<file path="src/rtl/seq_minmax_stream.sv">
`default_nettype none
// ============================================================================
//  Module   : seq_minmax_stream
//  Purpose  : Serial min/max/count reducer for an unsigned sample stream.
//             Samples arrive one beat per clock over a valid/ready handshake
//             and a burst ends on in_last, or is truncated when it reaches
//             MAX_LEN beats without in_last. The burst result is presented
//             on a held valid/ready result port.
//  Ports    : clk, rst          - clock (rising edge), async active-high reset
//             in_valid/in_ready - sample handshake
//             in_data, in_last  - sample value, final-beat marker
//             out_valid/out_ready - result handshake (valid held until taken)
//             out_min, out_max  - burst minimum / maximum (unsigned)
//             out_cnt           - beats in burst, 1..MAX_LEN
//             out_trunc         - burst closed by MAX_LEN, not by in_last
//             out_min_idx       - 0-based beat index of the minimum
//                                 (only when SEQ_MINMAX_IDX_EN is defined)
//  Config   : SEQ_MINMAX_IDX_EN - adds out_min_idx and its index register
//  Revision : 1.0 - initial release
// ============================================================================
module seq_minmax_stream #(
    parameter int DW      = 8,
    parameter int MAX_LEN = 16,
    localparam int CW     = $clog2(MAX_LEN + 1)
) (
    input  logic          clk,
    input  logic          rst,
    input  logic          in_valid,
    output logic          in_ready,
    input  logic [DW-1:0] in_data,
    input  logic          in_last,
    output logic          out_valid,
    input  logic          out_ready,
    output logic [DW-1:0] out_min,
    output logic [DW-1:0] out_max,
    output logic [CW-1:0] out_cnt,
`ifdef SEQ_MINMAX_IDX_EN
    output logic [CW-1:0] out_min_idx,
`endif
    output logic          out_trunc
);

    localparam logic [1:0] S_IDLE = 2'd0;
    localparam logic [1:0] S_ACC  = 2'd1;
    localparam logic [1:0] S_HOLD = 2'd2;

    localparam logic [CW-1:0] C_MAX_LEN = CW'(MAX_LEN);
    localparam logic [CW-1:0] C_ONE     = CW'(1);

    logic [1:0]    r_state;
    logic [1:0]    w_state_nxt;
    logic [DW-1:0] r_min;
    logic [DW-1:0] r_max;
    logic [CW-1:0] r_cnt;
    logic          r_trunc;
    logic          w_beat;
    logic [CW-1:0] w_cnt_inc;
    logic          w_at_max;

    assign w_beat    = in_valid & in_ready;
    assign w_cnt_inc = r_cnt + C_ONE;
    // Beat being accepted now would be the MAX_LEN-th of the burst.
    assign w_at_max  = (w_cnt_inc == C_MAX_LEN);

    // ------------------------------------------------------------------
    // FSM: state register
    // ------------------------------------------------------------------
    always_ff @(posedge clk or posedge rst) begin
        if (rst) begin
            r_state <= S_IDLE;
        end else begin
            r_state <= w_state_nxt;
        end
    end

    // ------------------------------------------------------------------
    // FSM: next-state logic
    // ------------------------------------------------------------------
    always_comb begin
        w_state_nxt = r_state;
        case (r_state)
            S_IDLE: begin
                if (w_beat) begin
                    w_state_nxt = in_last ? S_HOLD : S_ACC;
                end
            end
            S_ACC: begin
                if (w_beat && (in_last || w_at_max)) begin
                    w_state_nxt = S_HOLD;
                end
            end
            S_HOLD: begin
                if (out_ready) begin
                    w_state_nxt = S_IDLE;
                end
            end
            default: w_state_nxt = S_IDLE;
        endcase
    end

    // ------------------------------------------------------------------
    // FSM: outputs. in_ready is forced low while rst is high so no beat
    // can be seen by the upstream during reset.
    // ------------------------------------------------------------------
    always_comb begin
        in_ready  = (r_state != S_HOLD) & ~rst;
        out_valid = (r_state == S_HOLD);
    end

    // ------------------------------------------------------------------
    // Result datapath: updates only on accepted beats, so results remain
    // visible after HOLD exits until the next burst's first beat.
    // ------------------------------------------------------------------
    always_ff @(posedge clk or posedge rst) begin
        if (rst) begin
            r_min   <= '0;
            r_max   <= '0;
            r_cnt   <= '0;
            r_trunc <= 1'b0;
        end else if (w_beat) begin
            if (r_state == S_IDLE) begin
                r_min   <= in_data;
                r_max   <= in_data;
                r_cnt   <= C_ONE;
                r_trunc <= 1'b0;
            end else begin
                // Strict compares: on a tie the earlier sample is kept.
                if (in_data < r_min) begin
                    r_min <= in_data;
                end
                if (in_data > r_max) begin
                    r_max <= in_data;
                end
                r_cnt   <= w_cnt_inc;
                r_trunc <= w_at_max & ~in_last;
            end
        end
    end

    assign out_min   = r_min;
    assign out_max   = r_max;
    assign out_cnt   = r_cnt;
    assign out_trunc = r_trunc;

`ifdef SEQ_MINMAX_IDX_EN
    logic [CW-1:0] r_min_idx;

    // The index of the beat being accepted equals the count so far.
    always_ff @(posedge clk or posedge rst) begin
        if (rst) begin
            r_min_idx <= '0;
        end else if (w_beat) begin
            if (r_state == S_IDLE) begin
                r_min_idx <= '0;
            end else if (in_data < r_min) begin
                r_min_idx <= r_cnt;
            end
        end
    end

    assign out_min_idx = r_min_idx;
`endif

endmodule
`default_nettype wire

</file>
<file path="config.mk">
export PLATFORM = sky130hd
export DESIGN_NAME = seq_minmax_stream
export DESIGN_NICKNAME = d
export VERILOG_FILES = /design/src/rtl/seq_minmax_stream.sv
export SDC_FILE = /design/constraint.sdc
export NUM_CORES = 1
export LEC_CHECK = 0
export ABC_AREA = 1
export CELL_PAD_IN_SITES_DETAIL_PLACEMENT = 1
export CELL_PAD_IN_SITES_GLOBAL_PLACEMENT = 2
export CORE_AREA = 2 2 76 78
export CTS_BUF_LIST = sky130_fd_sc_hd__clkbuf_4 sky130_fd_sc_hd__clkbuf_8
export CTS_CLUSTER_SIZE = 8
export DETAILED_ROUTE_END_ITERATION = 10
export DIE_AREA = 0 0 78 80
export PLACE_DENSITY_LB_ADDON = 0.08
export SYNTH_ARGS = -nofsm -noshare
export SYNTH_HDL_FRONTEND = slang
export SYNTH_SLANG_ARGS = --single-unit
</file>
<file path="constraint.sdc">
create_clock -name clk -period 1.8 [get_ports clk]
set_clock_uncertainty 0.15 [all_clocks]
set_input_delay 0.27 -clock clk [delete_from_list [all_inputs] [get_ports clk]]
set_output_delay 0.27 -clock clk [all_outputs]
set_load 0.02 [all_outputs]
</file>
-- Word level (Yosys, flattened, before mapping)
Index checks and enable logic that the tools add are counted.
- muxes and demuxes: 11
- order comparisons: 2
- $add $sub $neg: 1
- eq/ne operators: 7
- reductions and logical operators: 8
- bitwise gates (word level): 5
- operator list (operator ; count):
    8-bit two-way mux ; 4
    8-bit > comparator ; 1
    8-bit < comparator ; 1
    2-bit two-way mux ; 4
    2-bit inequality test (second input constant) ; 3
    2-bit case mux with 3 select lines ; 1
    5-bit by 1-bit adder with 5-bit output (second input constant) ; 1
    5-bit equality test (second input constant) ; 1
    5-bit two-way mux ; 1
    2-bit AND reduction ; 2
    2-bit nonzero test ; 2
    1-bit AND ; 3
    3-bit AND reduction ; 1
    2-bit by 1-bit equality test with 1-bit output (second input constant) ; 1
    2-bit equality test (second input constant) ; 1
    2-bit zero test ; 1
    2-bit by 1-bit inequality test with 1-bit output (second input constant) ; 1
    1-bit inverter ; 2
    1-bit logical AND ; 1
    1-bit logical OR ; 1
    1-bit two-way mux ; 1
- output and inout bits: 24
- bits of input ports: 13
- bits in registers: 24
- word-level logic and storage cells: 39

-- Depth between registers and ports, before layout
Gate-level depths: netlist (run 1).
- depth in word-level cells: 6
- gate-level depth with buffers: 14
- depth with buffers taken out: 14

-- Worst setup path before layout (run 1)
Ideal clock, no wire load.
- path type: reg-to-reg
- from: reg r_max[7], in the netlist out_max[7]
- to: reg r_max[0], in the netlist out_max[0]
- stages on the path, launching flop included: 12
- buffers on the path: 0
- required time: 1533 ps
- arrival: 1510 ps
- path slack: 22 ps
- clock period less this slack: 1778 ps
- library setup time: 117 ps
- cells stage by stage: dfrtp_1 -> inv_1 -> ha_1 -> nand2_1 -> nor2_1 -> nand2_1 -> nand2_1 -> nand2_1 -> nand2_2 -> nand2_1 -> nand2_1 -> nand2_1
- word-level cells in the longest chain between the ends: 3
- RTL lines (item ; RTL line ; source):
    start: declaration ; 53 ; logic [DW-1:0] r_max;
    start signal: assignment ; 123 ; r_max <= in_data;
    start signal: assignment ; 132 ; r_max <= in_data;
    8-bit > comparator ; 131 ; if (in_data > r_max) begin
    2-bit nonzero test (no source line) ; - ;
    2-bit AND reduction (no source line) ; - ;
Every way passes these cells.
A chain may end at the register's enable or synchronous reset.

-- Worst setup path after layout (run 1)
- from: reg r_min[7], in the netlist out_min[7]
- to: out out_min[7]
- RTL lines (item ; RTL line ; source):
    start: declaration ; 52 ; logic [DW-1:0] r_min;
    start signal: assignment ; 122 ; r_min <= in_data;
    start signal: assignment ; 129 ; r_min <= in_data;
    end: declaration ; 34 ; output logic [DW-1:0] out_min,
No word-level cell between the ends.

==> results of run 1 <==
==> kinds of logic after synthesis <==
| kind of cell | after synthesis | synth area share, % |
|---|---|---|
| adder cells (fa/ha/maj) | 16 | 13.5 |
| XOR/XNOR | 1 | 0.589 |
| flip-flops | 24 | 40.4 |
| AND/OR/NAND/NOR | 109 | 32.0 |
| buffers and inverters | 34 | 9.17 |
| AO/OA/AOI/OAI | 11 | 4.46 |
==> what timing repair did <==
item / 4_1_cts / 5_1_grt
endpoints found under the setup margin: 18 / 21
gates resized for setup: 15 / 34
buffers inserted: 1 / 8
pin swaps: 2 / 10
==> worst register-to-register path, delay by kind of cell (launching register included) <==
family	cells	cell delay, ps
flops	1	400
buf+inv	2	240
simple gates	9	570
fa+ha+maj	1	260
==> how the worst min path moves through the flow <==
stage / from / endpoint / cells after the start
after floorplan: rst / out_cnt[0] / 1
after global placement: out_trunc / out_trunc / 2
after detailed placement: out_max[4] / out_max[4] / 2
after CTS: rst / out_cnt[3] / 3
after global routing: rst / out_cnt[3] / 3
final: rst / out_cnt[3] / 3
==> layout make-up <==
type	count	area, µm²	area share [%]
tap	72	90.1	3.78
multi-input combinational	137	888	37.3
sequential	24	601	25.2
clock buffer	3	41.3	1.73
timing repair buffer	71	642	26.9
inverter	32	120	5.04
==> per-layer routing <==
layer / track usage, % / vias up
li1: - / 756
met1: 16.9 / 729
met2: 29.1 / 21
met3: 1.36 / 4
met4: 4.74 / 0
met5: 0 / -
==> Yosys cell counts <==
cell,count
nand4_1,2
a21o_1,1
or2_2,1
dfrtp_1,24
o21ai_1,1
nor2_1,8
xor2_1,1
ha_1,16
nand2_4,1
nand2_1,70
inv_2,1
o21ai_0,2
buf_2,1
a22oi_1,1
o31ai_1,1
buf_6,1
nor2_4,2
a22o_1,1
inv_1,31
nand2_2,3
nor2_2,1
nor3_1,1
a21oi_1,4
nand3_1,20
==> sequential cells by signal, summed over array words and instances, names as in the netlist <==
register / count
out_max: 8
out_min: 8
out_cnt: 5
r_state: 2
out_trunc: 1
==> power groups by stage <==
stage	Clock, mW	Sequential [mW]	Combinational [mW]
finish	0.324	0.932	2.29
global placement	0	0.946	1.87
floorplan	0	1.16	0.770
detailed placement	0	0.955	1.94
CTS	0.341	0.946	2.01
global route	0.362	0.967	2.53
==> per-stage QoR <==
stage	setup TNS (ps)	hold WS, ps	worst slack (ps)	util (%)	area [µm²]
2_1_floorplan	0	135	22.4	-	1490
5_1_grt	-333	341	-52.2	44.1	2380
3_5_place_dp	-5930	337	-433	39.2	2120
4_1_cts	0	311	9.42	40.6	2190
3_3_place_gp	-5190	324	-400	39.2	2120
6_report	0	296	50.2	44.1	2380
==> placed cells by master, fill, tap and decap left out, drive strengths merged <==
cell,netlist,routed
a22oi,1,1
buf,2,35
clkbuf,0,3
a22o,1,1
nand4,2,2
dfrtp,24,24
o31ai,1,1
nand3,20,20
clkdlybuf4s50,0,21
a21o,1,1
dlygate4sd2,0,9
nand2,74,74
inv,32,32
or2,1,1
o21ai,3,3
a21oi,4,4
nor3,1,1
dlymetal6s2s,0,6
ha,16,16
xor2,1,1
nor2,11,11
==> flow_results.xml, run 1 <==
<?xml version="1.0" encoding="UTF-8"?>
<metrics>
  <group name="run_status">
    <metric name="status" unit="">complete, no violations</metric>
  </group>
  <group name="clock_tree">
    <metric name="ctsLongestPathBuffers" unit="">2</metric>
    <metric name="clock_tree_from_tritoncts" unit="">done</metric>
    <metric name="cts_hold_repair.buffers" unit="">0</metric>
    <metric name="clock-sinks" unit="">24</metric>
    <metric name="clock_tree.htree_level_count" unit="">1</metric>
    <metric name="root_buffer" unit="">clkbuf_8</metric>
    <metric name="cts_inserted_buffers" unit="">3</metric>
    <metric name="clock_latency" unit="ps">270</metric>
    <metric name="cts.clk_slew.worst_paths" unit="ps">90</metric>
  </group>
  <group name="job">
    <metric name="timing.max_cap.violations" unit="">0</metric>
  </group>
  <group name="route">
    <metric name="first_iter_violations" unit="">18</metric>
    <metric name="routed_wl" unit="µm">4520</metric>
    <metric name="route.layer.met1.wl" unit="µm">1850</metric>
    <metric name="post-route-drc-count" unit="">0</metric>
    <metric name="dr_wl_met2" unit="µm">2530</metric>
    <metric name="route.met3.wl" unit="µm">95</metric>
    <metric name="detail_route.first_pass.iterations" unit="">4</metric>
    <metric name="via_count" unit="">1510</metric>
    <metric name="ant_nets" unit="">0</metric>
    <metric name="route.top_layer_used" unit="">met4</metric>
    <metric name="avgRoutedWirePerCell" unit="µm">13.3</metric>
    <metric name="route.detailed.vias_per_inst" unit="">4.45</metric>
  </group>
  <group name="die">
    <metric name="die_width" unit="µm">78</metric>
    <metric name="die-area" unit="µm²">6240</metric>
    <metric name="start_util" unit="%">27.5</metric>
    <metric name="pin_count" unit="">37</metric>
    <metric name="fp.coreArea" unit="µm²">5410</metric>
    <metric name="fp-row-count" unit="">27</metric>
    <metric name="floorplan.die.height" unit="µm">80</metric>
  </group>
  <group name="power">
    <metric name="swShare" unit="%">43.0</metric>
    <metric name="power_switching" unit="mW">1.53</metric>
    <metric name="p_int" unit="mW">2.02</metric>
    <metric name="comb_power_share" unit="%">64.6</metric>
    <metric name="power_density" unit="nW/µm²">1490</metric>
    <metric name="p_seq_share" unit="%">26.3</metric>
    <metric name="vdd.ir_drop.worst" unit="V">0.000490</metric>
    <metric name="finalPower" unit="mW">3.54</metric>
    <metric name="clock_power_share" unit="%">9.1</metric>
    <metric name="power.static_leakage" unit="nW">1.30</metric>
  </group>
  <group name="logic_synthesis">
    <metric name="ys_warn_count" unit="">0</metric>
    <metric name="synth-seq-area-share" unit="%">40.4</metric>
    <metric name="ys_types" unit="">24</metric>
    <metric name="synthDominantCellAreaShare" unit="%">40.4</metric>
    <metric name="post-synth-top-area-cell" unit="">dfrtp_1</metric>
    <metric name="synth_area_per_cell" unit="µm²">7.63</metric>
    <metric name="mappedNetlistArea" unit="µm²">1490</metric>
    <metric name="ys_top_cells_by_area" unit="">dfrtp_1 (40%), nand2_1 (18%), ha_1 (13%), inv_1 (7.8%), nand3_1 (6.7%)</metric>
    <metric name="synth_cells" unit="">195</metric>
    <metric name="yosys_register_bits" unit="">24</metric>
    <metric name="syn-num-nets" unit="">224</metric>
  </group>
  <group name="worst_setup_path">
    <metric name="startpoint_type" unit="">flop</metric>
    <metric name="path_buf_inv" unit="">2</metric>
    <metric name="critical_path_peak_fanout" unit="">2</metric>
    <metric name="slowest_delay" unit="ps">590</metric>
    <metric name="worst_ep_arrival_time" unit="ps">1330</metric>
    <metric name="r2r_cells" unit="">12</metric>
    <metric name="cp_cell_sequence" unit="">buf_4 &gt; clkdlybuf4s50_1</metric>
    <metric name="critPathKind" unit="">reg2out</metric>
    <metric name="reg2reg_slack" unit="ps">100</metric>
    <metric name="worst_ep_required_time" unit="ps">1380</metric>
    <metric name="cell_type_group_with_the_largest_total_delay_on_the_critical_path" unit="">buffers and inverters</metric>
    <metric name="critical_path_cell_count" unit="">2</metric>
    <metric name="crit-reg2reg-launch" unit="">out_min[1]</metric>
    <metric name="worstSetupStartpoint" unit="">out_min[7]</metric>
    <metric name="crit_slowest_cell" unit="">clkdlybuf4s50_1</metric>
    <metric name="regToRegEndpoint" unit="">out_min[1]</metric>
    <metric name="cp-end-kind" unit="">output pin</metric>
    <metric name="crit_path_end" unit="">out_min[7]</metric>
  </group>
  <group name="timing">
    <metric name="final_period_minus_worst_setup_slack" unit="ps">1750</metric>
    <metric name="hold_violations" unit="">0</metric>
    <metric name="min_period_over_period" unit="%">97.2</metric>
    <metric name="achievable-frequency" unit="MHz">571</metric>
    <metric name="slew_headroom" unit="%">78.2</metric>
    <metric name="rsz0062_at_grt" unit="">true</metric>
    <metric name="setup_violations" unit="">0</metric>
    <metric name="report.final.slew_viol_count" unit="">0</metric>
    <metric name="slew_at_the_pin_closest_to_its_max_slew_limit" unit="ps">327</metric>
  </group>
  <group name="grt">
    <metric name="gr_overflow_total" unit="">0</metric>
    <metric name="first_global_vias" unit="">1626</metric>
    <metric name="number_of_antenna_violations_at_the_first_check_in_global_routing" unit="">0</metric>
    <metric name="grt_first_pass_wirelength" unit="µm">7320</metric>
    <metric name="track_usage" unit="%">14.9</metric>
    <metric name="grt_max_degree" unit="">25</metric>
  </group>
  <group name="finish">
    <metric name="layout_overhead_on_the_synthesized_area" unit="%">60.1</metric>
    <metric name="layout.cells.non_filler" unit="">339</metric>
    <metric name="nets" unit="">298</metric>
    <metric name="nFillCells" unit="">659</metric>
    <metric name="post_route_cells_drive_above_1_share" unit="%">27.7</metric>
    <metric name="num_antenna_cells" unit="">0</metric>
  </group>
  <group name="placed_design">
    <metric name="numPortBuffers" unit="">36</metric>
    <metric name="place_hpwl" unit="µm">3580</metric>
    <metric name="placedCellCount" unit="">327</metric>
    <metric name="gp_congestion" unit="">0.836</metric>
  </group>
  <group name="hold_path">
    <metric name="min_path_type" unit="">in2async</metric>
  </group>
</metrics>
(Power assumes the default switching activity.)
==> inputs of run 2 (changes only) <==
--- a/config.mk
+++ b/config.mk
@@ -13,6 +13,7 @@
 export CTS_CLUSTER_SIZE = 8
 export DETAILED_ROUTE_END_ITERATION = 10
 export DIE_AREA = 0 0 78 80
+export MAX_ROUTING_LAYER = met4
 export PLACE_DENSITY_LB_ADDON = 0.08
 export SYNTH_ARGS = -nofsm -noshare
 export SYNTH_HDL_FRONTEND = slang
==> run 2 against run 1 <==
  * Die area did not move
  * Largest cell class unchanged
  * First-iteration DRC count down 28%
  * Register-to-register slack about the same
  * Highest routed layer unchanged
  * Via count increased by 0.60%
  * Critical path depth is the same
  * Clock power about the same
  * Clock-buffer cell count unchanged
==> flow_results.xml, run 2 (synthesis gave the netlist of run 1 again) <==
<?xml version="1.0" encoding="UTF-8"?>
<metrics>
  <group name="route">
    <metric name="ant_nets" unit="">0</metric>
    <metric name="detail_route.first_pass.iterations" unit="">4</metric>
    <metric name="post-route-drc-count" unit="">0</metric>
    <metric name="routed_wl" unit="µm">4520</metric>
    <metric name="first_iter_violations" unit="">13</metric>
    <metric name="via_count" unit="">1519</metric>
    <metric name="avgRoutedWirePerCell" unit="µm">13.3</metric>
    <metric name="route.detailed.vias_per_inst" unit="">4.48</metric>
  </group>
  <group name="timing">
    <metric name="slew_at_the_pin_closest_to_its_max_slew_limit" unit="ps">332</metric>
    <metric name="report.final.slew_viol_count" unit="">0</metric>
    <metric name="min_period_over_period" unit="%">97.2</metric>
    <metric name="achievable-frequency" unit="MHz">572</metric>
    <metric name="hold_violations" unit="">0</metric>
    <metric name="slew_headroom" unit="%">77.9</metric>
    <metric name="final_period_minus_worst_setup_slack" unit="ps">1750</metric>
    <metric name="rsz0062_at_grt" unit="">true</metric>
    <metric name="holdWs" unit="ps">299</metric>
    <metric name="setup_violations" unit="">0</metric>
  </group>
  <group name="clock_tree">
    <metric name="clock_tree.htree_level_count" unit="">1</metric>
    <metric name="clock-sinks" unit="">24</metric>
    <metric name="cts.clk_slew.worst_paths" unit="ps">90</metric>
    <metric name="root_buffer" unit="">clkbuf_8</metric>
    <metric name="clock_tree_from_tritoncts" unit="">done</metric>
    <metric name="cts_hold_repair.buffers" unit="">0</metric>
    <metric name="ctsLongestPathBuffers" unit="">2</metric>
    <metric name="clock_latency" unit="ps">270</metric>
    <metric name="cts_inserted_buffers" unit="">3</metric>
  </group>
  <group name="worst_setup_path">
    <metric name="slowest_delay" unit="ps">590</metric>
    <metric name="path_buf_inv" unit="">2</metric>
    <metric name="cp_cell_sequence" unit="">buf_4 &gt; clkdlybuf4s50_1</metric>
    <metric name="cp-end-kind" unit="">output pin</metric>
    <metric name="worst_ep_arrival_time" unit="ps">1330</metric>
    <metric name="crit_slowest_cell" unit="">clkdlybuf4s50_1</metric>
    <metric name="critical_path_peak_fanout" unit="">2</metric>
    <metric name="worst_ep_required_time" unit="ps">1380</metric>
    <metric name="critPathKind" unit="">reg2out</metric>
    <metric name="cell_type_group_with_the_largest_total_delay_on_the_critical_path" unit="">buffers and inverters</metric>
    <metric name="reg2reg_slack" unit="ps">100</metric>
    <metric name="startpoint_type" unit="">flop</metric>
  </group>
  <group name="power">
    <metric name="power.static_leakage" unit="nW">1.30</metric>
    <metric name="finalPower" unit="mW">3.54</metric>
    <metric name="vdd.ir_drop.worst" unit="V">0.000490</metric>
    <metric name="power_density" unit="nW/µm²">1490</metric>
  </group>
  <group name="finish">
    <metric name="num_antenna_cells" unit="">0</metric>
    <metric name="post_route_cells_drive_above_1_share" unit="%">27.7</metric>
    <metric name="layout.cells.most_common_list" unit="">nand2_1 (58), buf_4 (31), inv_1 (28)</metric>
    <metric name="nets" unit="">298</metric>
    <metric name="layout_commonest_cell" unit="">nand2_1</metric>
    <metric name="layout_overhead_on_the_synthesized_area" unit="%">60.1</metric>
  </group>
  <group name="die">
    <metric name="die_width" unit="µm">78</metric>
    <metric name="fp-row-count" unit="">27</metric>
    <metric name="die-area" unit="µm²">6240</metric>
    <metric name="floorplan.die.height" unit="µm">80</metric>
    <metric name="pin_count" unit="">37</metric>
    <metric name="fp.coreArea" unit="µm²">5410</metric>
    <metric name="start_util" unit="%">27.5</metric>
  </group>
  <group name="placed_design">
    <metric name="numPortBuffers" unit="">36</metric>
    <metric name="gp_congestion" unit="">0.849</metric>
    <metric name="place_hpwl" unit="µm">3580</metric>
  </group>
  <group name="job">
    <metric name="timing.max_cap.violations" unit="">0</metric>
  </group>
  <group name="grt">
    <metric name="gr_overflow_total" unit="">0</metric>
    <metric name="first_global_vias" unit="">1629</metric>
    <metric name="track_usage" unit="%">15.3</metric>
    <metric name="grt_first_pass_wirelength" unit="µm">7310</metric>
    <metric name="grt_max_degree" unit="">25</metric>
    <metric name="number_of_antenna_violations_at_the_first_check_in_global_routing" unit="">0</metric>
  </group>
  <group name="hold_path">
    <metric name="min_path_type" unit="">in2async</metric>
  </group>
  <group name="run_status">
    <metric name="status" unit="">complete, no violations</metric>
  </group>
</metrics>
-- run 2: cell counts in the layout (fill, tap and decap cells not counted) --
No cell type changed its count.
-- run 2: final cells by class --
type | count | area [µm²]
clock buffers | 3 | 41.3
fillers | 659 | 3020
inverters | 32 | 120
multi-input cells | 137 | 888
flip-flops and latches | 24 | 601
well taps | 72 | 90.1
repair buffers | 71 | 642
-- run 2: worst reg2reg max path, delay by kind of cell, from the launching register on --
kind                     cells  cell delay [ps]
flip-flops                   1              400
AND/OR/NAND/NOR              9              570
buffers and inverters        2              240
adder cells (fa/ha/maj)      1              260
-- run 2: stage by stage --
stage          setup slack (ps)  cells  TNS, ps  util [%]  cell area [µm²]
2_1_floorplan              22.4    195        0         -             1490
3_3_place_gp               -400    327    -5190      39.2             2120
3_5_place_dp               -433    327    -5930      39.2             2120
4_1_cts                    9.42    331        0      40.6             2190
5_1_grt                   -52.2    339     -333      44.1             2380
6_report                   50.3    339        0      44.1             2380
-- run 2: where the power goes --
part / internal, mW / switching, mW
clock: 0.150 / 0.174
sequential: 0.753 / 0.179
combinational: 1.12 / 1.17
total: 2.02 / 1.53
-- run 2: repair_timing --
item,4_1_cts,5_1_grt
gates resized for setup,15,34
gates cloned,0,0
pin swaps,2,10
setup endpoints to repair,18,21
setup buffers,1,8
-- run 2: layer usage --
| metal | global-route usage (%) | routed length, µm |
|---|---|---|
| met4 | 4.74 | 54 |
| met5 | - | 0 |
| met2 | 29.1 | 2510 |
| met3 | 1.24 | 103 |
| met1 | 17.0 | 1860 |
-- run 2: final timing paths --
path,from,end,cells after the start
worst max-delay path,out_min[7],out_min[7],2
worst min-delay path,rst,out_cnt[3],3
worst max register to register,out_min[1],out_min[1],12
worst min register to register,out_max[4],out_max[4],2
max in group asynchronous,rst,out_max[4],3
min in group clk,in_data[4],out_max[4],4
